**src/rtl/fetch_queue.sv**
```systemverilog
// -----------------------------------------------------------------------------
// fetch_queue
//
// Instruction fetch front end feeding the decode stage. Owns the fetch PC,
// issues single-outstanding requests to instruction memory over a req/ack
// handshake, buffers returned instructions (with their PCs) in a small
// prefetch FIFO, and presents the FIFO head to decode over valid/ready.
// A redirect pulse flushes the FIFO and restarts fetch at a new PC.
//
// Parameters:
//   PC_W     fetch address width (PC wraps modulo 2**PC_W)
//   INSTR_W  instruction width
//   DEPTH    prefetch FIFO entries (power of two, >= 2)
//
// Ports:
//   clk          in   rising-edge clock
//   reset        in   asynchronous active-low reset
//   imem_req     out  fetch request (registered)
//   imem_addr    out  fetch address, stable while imem_req=1
//   imem_ack     in   memory data return, only meaningful with imem_req=1
//   imem_rdata   in   returned instruction, valid with imem_ack
//   redirect     in   one-cycle flush/restart pulse
//   redirect_pc  in   new fetch PC, valid with redirect
//   id_valid     out  FIFO head valid
//   id_ready     in   decode accepts the head
//   id_instr     out  FIFO head instruction
//   id_pc        out  PC of the FIFO head
//   queue_count  out  occupied FIFO entries
//   fetch_halted out  fetch stopped on an all-zero instruction
//
// Build option:
//   FETCH_ZERO_HALT_EN  when defined, an all-zero instruction is enqueued and
//                       then fetch stops until redirect or reset. When not
//                       defined, zero instructions are ordinary and
//                       fetch_halted is tied to 0.
// -----------------------------------------------------------------------------
module fetch_queue #(
  parameter int PC_W    = 4,
  parameter int INSTR_W = 16,
  parameter int DEPTH   = 4
) (
  input  logic                     clk,
  input  logic                     reset,
  output logic                     imem_req,
  output logic [PC_W-1:0]          imem_addr,
  input  logic                     imem_ack,
  input  logic [INSTR_W-1:0]       imem_rdata,
  input  logic                     redirect,
  input  logic [PC_W-1:0]          redirect_pc,
  output logic                     id_valid,
  input  logic                     id_ready,
  output logic [INSTR_W-1:0]       id_instr,
  output logic [PC_W-1:0]          id_pc,
  output logic [$clog2(DEPTH):0]   queue_count,
  output logic                     fetch_halted
);

  localparam int PTR_W = $clog2(DEPTH);
  localparam int CNT_W = PTR_W + 1;
  localparam logic [CNT_W-1:0] DEPTH_C = CNT_W'(DEPTH);

  typedef enum logic [1:0] {
    IDLE    = 2'd0,
    REQ     = 2'd1,
    DISCARD = 2'd2
  } state_e;

  // Control state
  state_e            state_q, state_d;
  logic [PC_W-1:0]   pc_q, pc_d;
  logic [PC_W-1:0]   addr_q, addr_d;
  logic              req_q, req_d;
  logic              halt_q, halt_d;

  // FIFO state
  logic [INSTR_W-1:0] instr_mem_q [DEPTH];
  logic [PC_W-1:0]    pc_mem_q    [DEPTH];
  logic [PTR_W-1:0]   wr_ptr_q, rd_ptr_q;
  logic [CNT_W-1:0]   count_q;

  logic               enq, deq, halting;
  logic [CNT_W-1:0]   count_post;

  // Data is only taken in REQ; an ack in DISCARD belongs to a request that
  // predates the last redirect, and an ack coinciding with redirect is dropped.
  assign enq = (state_q == REQ) && imem_ack && !redirect;
  assign deq = id_valid && id_ready;

  // Occupancy after this cycle's enqueue/dequeue (redirect handled separately).
  assign count_post = count_q + {{PTR_W{1'b0}}, enq} - {{PTR_W{1'b0}}, deq};

`ifdef FETCH_ZERO_HALT_EN
  assign halting = enq && (imem_rdata == '0);
`else
  assign halting = 1'b0;
`endif

  // ---------------------------------------------------------------------------
  // Next-state logic
  // ---------------------------------------------------------------------------
  always_comb begin
    // NOTE: every variable gets a default first so no path infers a latch.
    state_d = state_q;
    pc_d    = pc_q;
    halt_d  = halt_q || halting;

    unique case (state_q)
      IDLE: begin
        // Uses post-dequeue occupancy so fetch resumes the cycle after a
        // dequeue frees a slot in a full FIFO.
        if (!halt_q && (count_post < DEPTH_C)) state_d = REQ;
      end
      REQ: begin
        if (imem_ack) begin
          pc_d = pc_q + PC_W'(1);
          if ((count_post < DEPTH_C) && !halting) state_d = REQ;
          else                                    state_d = IDLE;
        end
      end
      DISCARD: begin
        // Stale data is dropped; pc_q already holds the redirected PC.
        if (imem_ack) state_d = REQ;
      end
      default: state_d = IDLE;
    endcase

    if (redirect) begin
      pc_d   = redirect_pc;
      halt_d = 1'b0;
      // An unacked request must still complete before the new PC is issued.
      if ((state_q != IDLE) && !imem_ack) state_d = DISCARD;
      else                                state_d = REQ;
    end

    req_d  = (state_d != IDLE);
    // DISCARD keeps the old address on the bus until its ack arrives.
    addr_d = (state_d == REQ) ? pc_d : addr_q;
  end

  // ---------------------------------------------------------------------------
  // Control registers
  // ---------------------------------------------------------------------------
  // NOTE: sequential state uses non-blocking assignments so every register
  // samples pre-edge values regardless of statement order.
  always_ff @(posedge clk or negedge reset) begin
    if (!reset) begin
      state_q <= IDLE;
      pc_q    <= '0;
      addr_q  <= '0;
      req_q   <= 1'b0;
      halt_q  <= 1'b0;
    end else begin
      state_q <= state_d;
      pc_q    <= pc_d;
      addr_q  <= addr_d;
      req_q   <= req_d;
      halt_q  <= halt_d;
    end
  end

  // ---------------------------------------------------------------------------
  // Prefetch FIFO
  // ---------------------------------------------------------------------------
  // NOTE: the storage array is reset here because the head entry is visible on
  // id_instr/id_pc and must read as zero out of reset; storage without such a
  // visibility requirement would normally be left unreset.
  always_ff @(posedge clk or negedge reset) begin
    if (!reset) begin
      for (int i = 0; i < DEPTH; i++) begin
        instr_mem_q[i] <= '0;
        pc_mem_q[i]    <= '0;
      end
      wr_ptr_q <= '0;
      rd_ptr_q <= '0;
      count_q  <= '0;
    end else if (redirect) begin
      wr_ptr_q <= '0;
      rd_ptr_q <= '0;
      count_q  <= '0;
    end else begin
      if (enq) begin
        instr_mem_q[wr_ptr_q] <= imem_rdata;
        pc_mem_q[wr_ptr_q]    <= pc_q;
        wr_ptr_q              <= wr_ptr_q + PTR_W'(1);
      end
      if (deq) rd_ptr_q <= rd_ptr_q + PTR_W'(1);
      count_q <= count_post;
    end
  end

  // ---------------------------------------------------------------------------
  // Outputs
  // ---------------------------------------------------------------------------
  assign imem_req    = req_q;
  assign imem_addr   = addr_q;
  assign id_valid    = (count_q != '0);
  assign id_instr    = instr_mem_q[rd_ptr_q];
  assign id_pc       = pc_mem_q[rd_ptr_q];
  assign queue_count = count_q;

`ifdef FETCH_ZERO_HALT_EN
  assign fetch_halted = halt_q;
`else
  assign fetch_halted = 1'b0;
`endif

endmodule

```
**config.mk**
```make
export PLATFORM = sky130hd
export DESIGN_NAME = fetch_queue
export DESIGN_NICKNAME = d
export VERILOG_FILES = /design/src/rtl/fetch_queue.sv
export SDC_FILE = /design/constraint.sdc
export NUM_CORES = 1
export LEC_CHECK = 0
export CORE_UTILIZATION = 55
export CTS_CLUSTER_DIAMETER = 100
export DETAILED_ROUTE_END_ITERATION = 16
export PLACE_DENSITY = 0.82
export SYNTH_ARGS = -nofsm -noshare
export SYNTH_HDL_FRONTEND = slang
export SYNTH_SLANG_ARGS = --single-unit
export TNS_END_PERCENT = 100
```
**constraint.sdc**
```tcl
create_clock -name clk -period 3.4 [get_ports clk]
set_clock_uncertainty 0.1 [all_clocks]
set_input_delay 0.68 -clock clk [delete_from_list [all_inputs] [get_ports clk]]
set_output_delay 0.68 -clock clk [all_outputs]
set_load 0.01 [all_outputs]
```
* After elaboration in Yosys (flattened, before gate mapping)
Cells that the tools add are included.
Operators by class: reductions and logical operators 14, equal/unequal tests 3, order comparisons 4, multiplexer cells 27, bitwise operators 3, add/sub/neg operators 5
Operators by type and width (number):
- $bwmux 64 | 1
- $mux 16 | 3
- $bmux 16 s2 | 1
- $demux 16 s2 | 1
- $mux 4 | 6
- $mux 2 | 9
- $bwmux 16 | 1
- $bmux 4 s2 | 1
- $demux 4 s2 | 1
- $reduce_bool 2->1 | 4
- $ge 3x3->1 const B | 2
- $not 2->3 | 2
- $pmux 2 s3 | 1
- $logic_and 1x1->1 | 5
- $add 2x1->2 const B | 2
- $add 4x1->4 const B | 1
- $eq 2x1->1 const B | 2
- $add 3x1->3 | 1
- $lt 3x1->1 const B | 1
- $lt 3x3->1 const B | 1
- $mux 3 | 1
- $reduce_bool 3->1 | 1
- $sub 3x1->3 | 1
- $eq 2x2->1 const B | 1
- other kinds (5) | 6
Word-level totals: input port bits 25, register bits 98, logic and storage cells 71, output and inout bits 30

* Logic depth before layout (Yosys ltp)
word-level depth 11, gate-level depth with buffers 13

* Least setup slack after synthesis
OpenSTA, ideal clock, no wires.
path kind input to register, start point in imem_ack, end point reg addr_q[0], in the netlist imem_addr[0], setup slack 474 ps, stages 12, data required time 3175 ps, setup time 125 ps, data arrival time 2700 ps, cells stage by stage nand3b_4 -> nor2_4 -> inv_1 -> ha_1 -> inv_1 -> ha_1 -> inv_1 -> fa_1 -> xnor3_1 -> o21bai_2 -> o211a_4 -> mux2_4
Between the ends: cells in the longest elaborated chain, start to end 10, elaborated cells between the ends (all ways) 18
RTL lines:
- start: declaration | line 46 | input logic imem_ack,
- $logic_and 1x1->1 (2 in a row) | line 86 | assign enq = (state_q == REQ) && imem_ack && !redirect;
- $add 3x1->3 | line 90 | assign count_post = count_q + {{PTR_W{1'b0}}, enq} - {{PTR_W{1'b0}}, deq};
- $sub 3x1->3 | line 90
- $lt 3x3->1 | line 111, 116
- $mux 1 | line 116 | if ((count_post < DEPTH_C) && !halting) state_d = REQ;
- $mux 2 | line 114 | if (imem_ack) begin
- $pmux 2 s3 | line 107 | unique case (state_q)
- $mux 2 | line 127 | if (redirect) begin
- $eq 2x1->1 | line 137 | addr_d = (state_d == REQ) ? pc_d : addr_q;
- end signal: assignment | line 155 | addr_q <= addr_d;
- end: declaration | line 71 | logic [PC_W-1:0] addr_q, addr_d;
Several ways; a longest one is shown, not always the timed one. A chain may end at the register's enable or synchronous reset.

* Worst setup path after layout
start point in imem_ack, end point reg addr_q[1], in the netlist imem_addr[1]
Same word-level chain as after synthesis.

==> impl_metrics.csv <==
group,metric,value,unit
run_status,status,"finished, final reports clean",
clock_network,path_clk_slew,90,ps
cells_and_area,nNetsFinal,374,
yosys,synth_warnings,0,
clock_network,cts_resized,0,
yosys,syn_area,4460,um2
sta,clock.fmax,315,MHz
yosys,yosys_register_bits,98,
floorplanning,initial_core_util,57.4,%
cells_and_area,layout.cells.non_filler,448,
clock_network,holdBufCountCts,0,
yosys,synth_area_leaders,"dfrtp_1, mux2_2, mux4_2, buf_6, ha_1",
yosys,synth_top_family_by_area,"multiplexers",
setup_path,crit_family,"adder cells",
cells_and_area,diodes,0,
cells_and_area,synthToLayoutAreaGrowth,18.6,%
drt,ant_nets,0,
clock_network,cts_tree,"built",
power_and_ir_drop,vdd_drop_max,0.437,mV
clock_network,cts_setup_buffers,0,
global_route,grt_pass1_vias,2712,
clock_network,cts.sinks,98,
setup_path,crit_type,"primary input to flop",
drt,route.detailed.drc,0,
setup_path,setup.worst_path.end_class,"flop",
yosys,synth-compound-area-share,1.54,%
cells_and_area,drive_gt1_share,40.5,%
drt,num_vias,2459,
yosys,syn-mean-instance-area,15.9,um2
yosys,synth_fa_ha_area_share,2.41,%
floorplanning,die-area,8470,um2
floorplanning,fp.dieW,92.0,um
yosys,syn_nets,314,
drt,drtIter0Drc,56,
cells_and_area,finish.utilization,68.1,%
drt,first_pass_iters,5,
yosys,synthArstFlopShare,100,%
sta,grt_setup_unrepaired,"false",
global_route,grt_pass1_wl,13500,um
place,gp_congestion,0.713,
yosys,yosys.area_share.simple,3.65,%
worst_hold_path,hp-class,"primary input to asynchronous set/reset pin",
yosys,synth-main-ff-cell,"dfrtp_1",
sta,relSlewSlack,57.2,%
setup_path,required,3530,ps
global_route,overflow,0,
power_and_ir_drop,pwr_density_cell,802,nW/um2
yosys,synth_top_area_cell,"dfrtp_1",
drt,wirelength,7860,um
power_and_ir_drop,leakagePower,2.44,nW
place,io_buffer_count,53,
place,dp.cells,432,
setup_path,slowest_stage,"clkdlybuf4s50_1",
yosys,synthMuxAreaShare,32.3,%
sta,setup_viol,0,
clock_network,cts_buffers,9,
global_route,grt.total_usage,21.1,%
setup_path,cp.arrival,3310,ps
clock_network,cts-root-buf,"clkbuf_8",
global_route,antenna_found_initial,0,
floorplanning,num_io_pins,55,
sta,worstMarginPinSlew,641,ps
place,place_hpwl,5350,um
yosys,synth-xor-area-share,1.49,%
yosys,ys_seq_area_share,55.0,%
setup_path,cp_max_fo,5,
global_route,grt_max_degree,51,
yosys,yosysTopAreaCellShare,55.0,%
yosys,synth.distinct_cells,33,
floorplanning,placementRows,32,
floorplanning,die_h,92.0,um
setup_path,crit_top_cell,"inv_1",
sta,post-route-min-period,3170,ps
cells_and_area,num-fill-cells,572,
clock_network,htree_levels,3,
yosys,synthCells,281,
clock_network,worstSkewPairLatency,350,ps
run,maxCapViolCount,0,
drt,vias_per_cell,5.49,
setup_path,path_buf_inv,4,
yosys,synth-edff-count,0,
sta,hold_violations,0,
setup_path,critical_path.max_stage_delay,530,ps
drt,wl_per_cell,17.5,um
sta,fin_crit_sh,93.4,%
floorplanning,design.core.area,7770,um2
setup_path,cp_cell_sequence,"clkdlybuf4s50_1, nand3b_4, nor2_4, inv_1, ha_1, inv_1, ha_1, inv_1, fa_1, xnor3_1, o21bai_2, o211a_4, mux2_4",
setup_path,start_kind,"primary input",
sta,report.final.slew_viol_count,0,
clock_network,ctsLongestPathBuffers,2,
==> power breakdown <==
part           total (W)  switching [W]  leakage (nW)  internal [W]
clock           0.000716       0.000391         0.103      0.000326
combinational    0.00173       0.000614          1.06       0.00112
sequential       0.00180       0.000231          1.27       0.00156
==> final cells by class <==
class                      count  area [um2]  area share (%)
clock inverter                 4        23.8           0.449
tap                          102         128            2.41
inverter                       7        26.3           0.497
sequential                    98        2450            46.4
multi-input combinational    160        1850            35.0
timing repair buffer          65         643            12.2
clock buffer                  12         165            3.12
==> logic make-up (layout without fill, tap and decap cells) <==
| family | count (synthesis) | count (layout) |
|---|---|---|
| other | 1 | 1 |
| muxes | 107 | 107 |
| xor gates and xnor gates | 6 | 6 |
| and+or+nand+nor | 29 | 29 |
| DFF | 98 | 98 |
| adders and majority gates | 8 | 8 |
| AOI/OAI and AO/OA | 9 | 9 |
| buffers and inverters | 23 | 88 |
==> cell usage in the layout (no fill, tap or decap), drive strengths merged <==
cell	count
xnor3	1
mux2i	3
mux4	20
o31a	1
inv	8
conb	1
and2b	1
xor2	3
or3	1
dfrtp	98
xnor2	2
ha	7
o21bai	1
mux2	84
nand2	10
clkdlybuf4s50	52
o21ai	5
clkinv	3
o211a	1
buf	13
nand3b	1
a21oi	1
or4	1
fa	1
nor2b	2
nor2	9
nand3	3
nand4b	1
clkbuf	12
==> Yosys cell counts, types with 4 or more instances <==
cell,number
dfrtp_1,98
mux2_2,80
mux4_2,20
nand2_1,10
buf_6,8
nor2_1,8
ha_1,7
inv_1,7
o21ai_0,5
buf_2,4
mux2_4,4
==> sequential cells by signal, summed over array words and instances, names as in the netlist <==
name         flops
instr_mem_q     64
rd_ptr_q         2
state_q          2
wr_ptr_q         2
imem_req         1
queue_count      3
pc_q             4
imem_addr        4
pc_mem_q        16
==> metal layers <==
metal	global-route usage (%)	up-vias	share of wire [%]	routed length (um)
li1	-	1134	-	-
met1	29.1	1271	45	3560
met2	34.1	43	50	3960
met3	3.23	11	2.9	226
met4	8.07	0	1.4	110
met5	0	-	0	0
==> stage by stage <==
stage	worst slack, ps	area (um2)	hold slack (ps)	setup TNS [ps]	power (W)
after floorplan	474	4460	284	0	0.00284
after global placement	-37.4	5100	381	-149	0.00350
after detailed placement	-155	5100	389	-617	0.00358
after CTS	218	5290	257	0	0.00429
after global routing	101	5290	274	0	0.00450
final	226	5290	240	0	0.00424
==> final timing paths <==
kind / from / cells past startpoint / slack, ps / end
hold / removal: reset / 1 / 240 / instr_mem_q[51]$_DFFE_PN0P_
hold reg to reg: instr_mem_q[22]$_DFFE_PN0P_ / 1 / 410 / instr_mem_q[22]$_DFFE_PN0P_
min in group clk: instr_mem_q[22]$_DFFE_PN0P_ / 1 / 410 / instr_mem_q[22]$_DFFE_PN0P_
max in group asynchronous: reset / 2 / 2260 / pc_mem_q[3]$_DFFE_PN0P_
setup reg to reg: queue_count[1]$_DFF_PN0_ / 10 / 490 / imem_addr[1]$_DFFE_PN0N_
setup / recovery: imem_ack / 13 / 230 / imem_addr[1]$_DFFE_PN0N_
==> worst register-to-register path: stages, from the launching register on <==
cell      delay, ps
dfrtp_1         470
o31a_2          400
ha_1            300
inv_1            60
ha_1            130
inv_1            50
fa_1            360
xnor3_1         220
o21bai_2        190
o211a_4         230
mux2_4          300
Note: power is estimated with default switching activity, not from simulation.
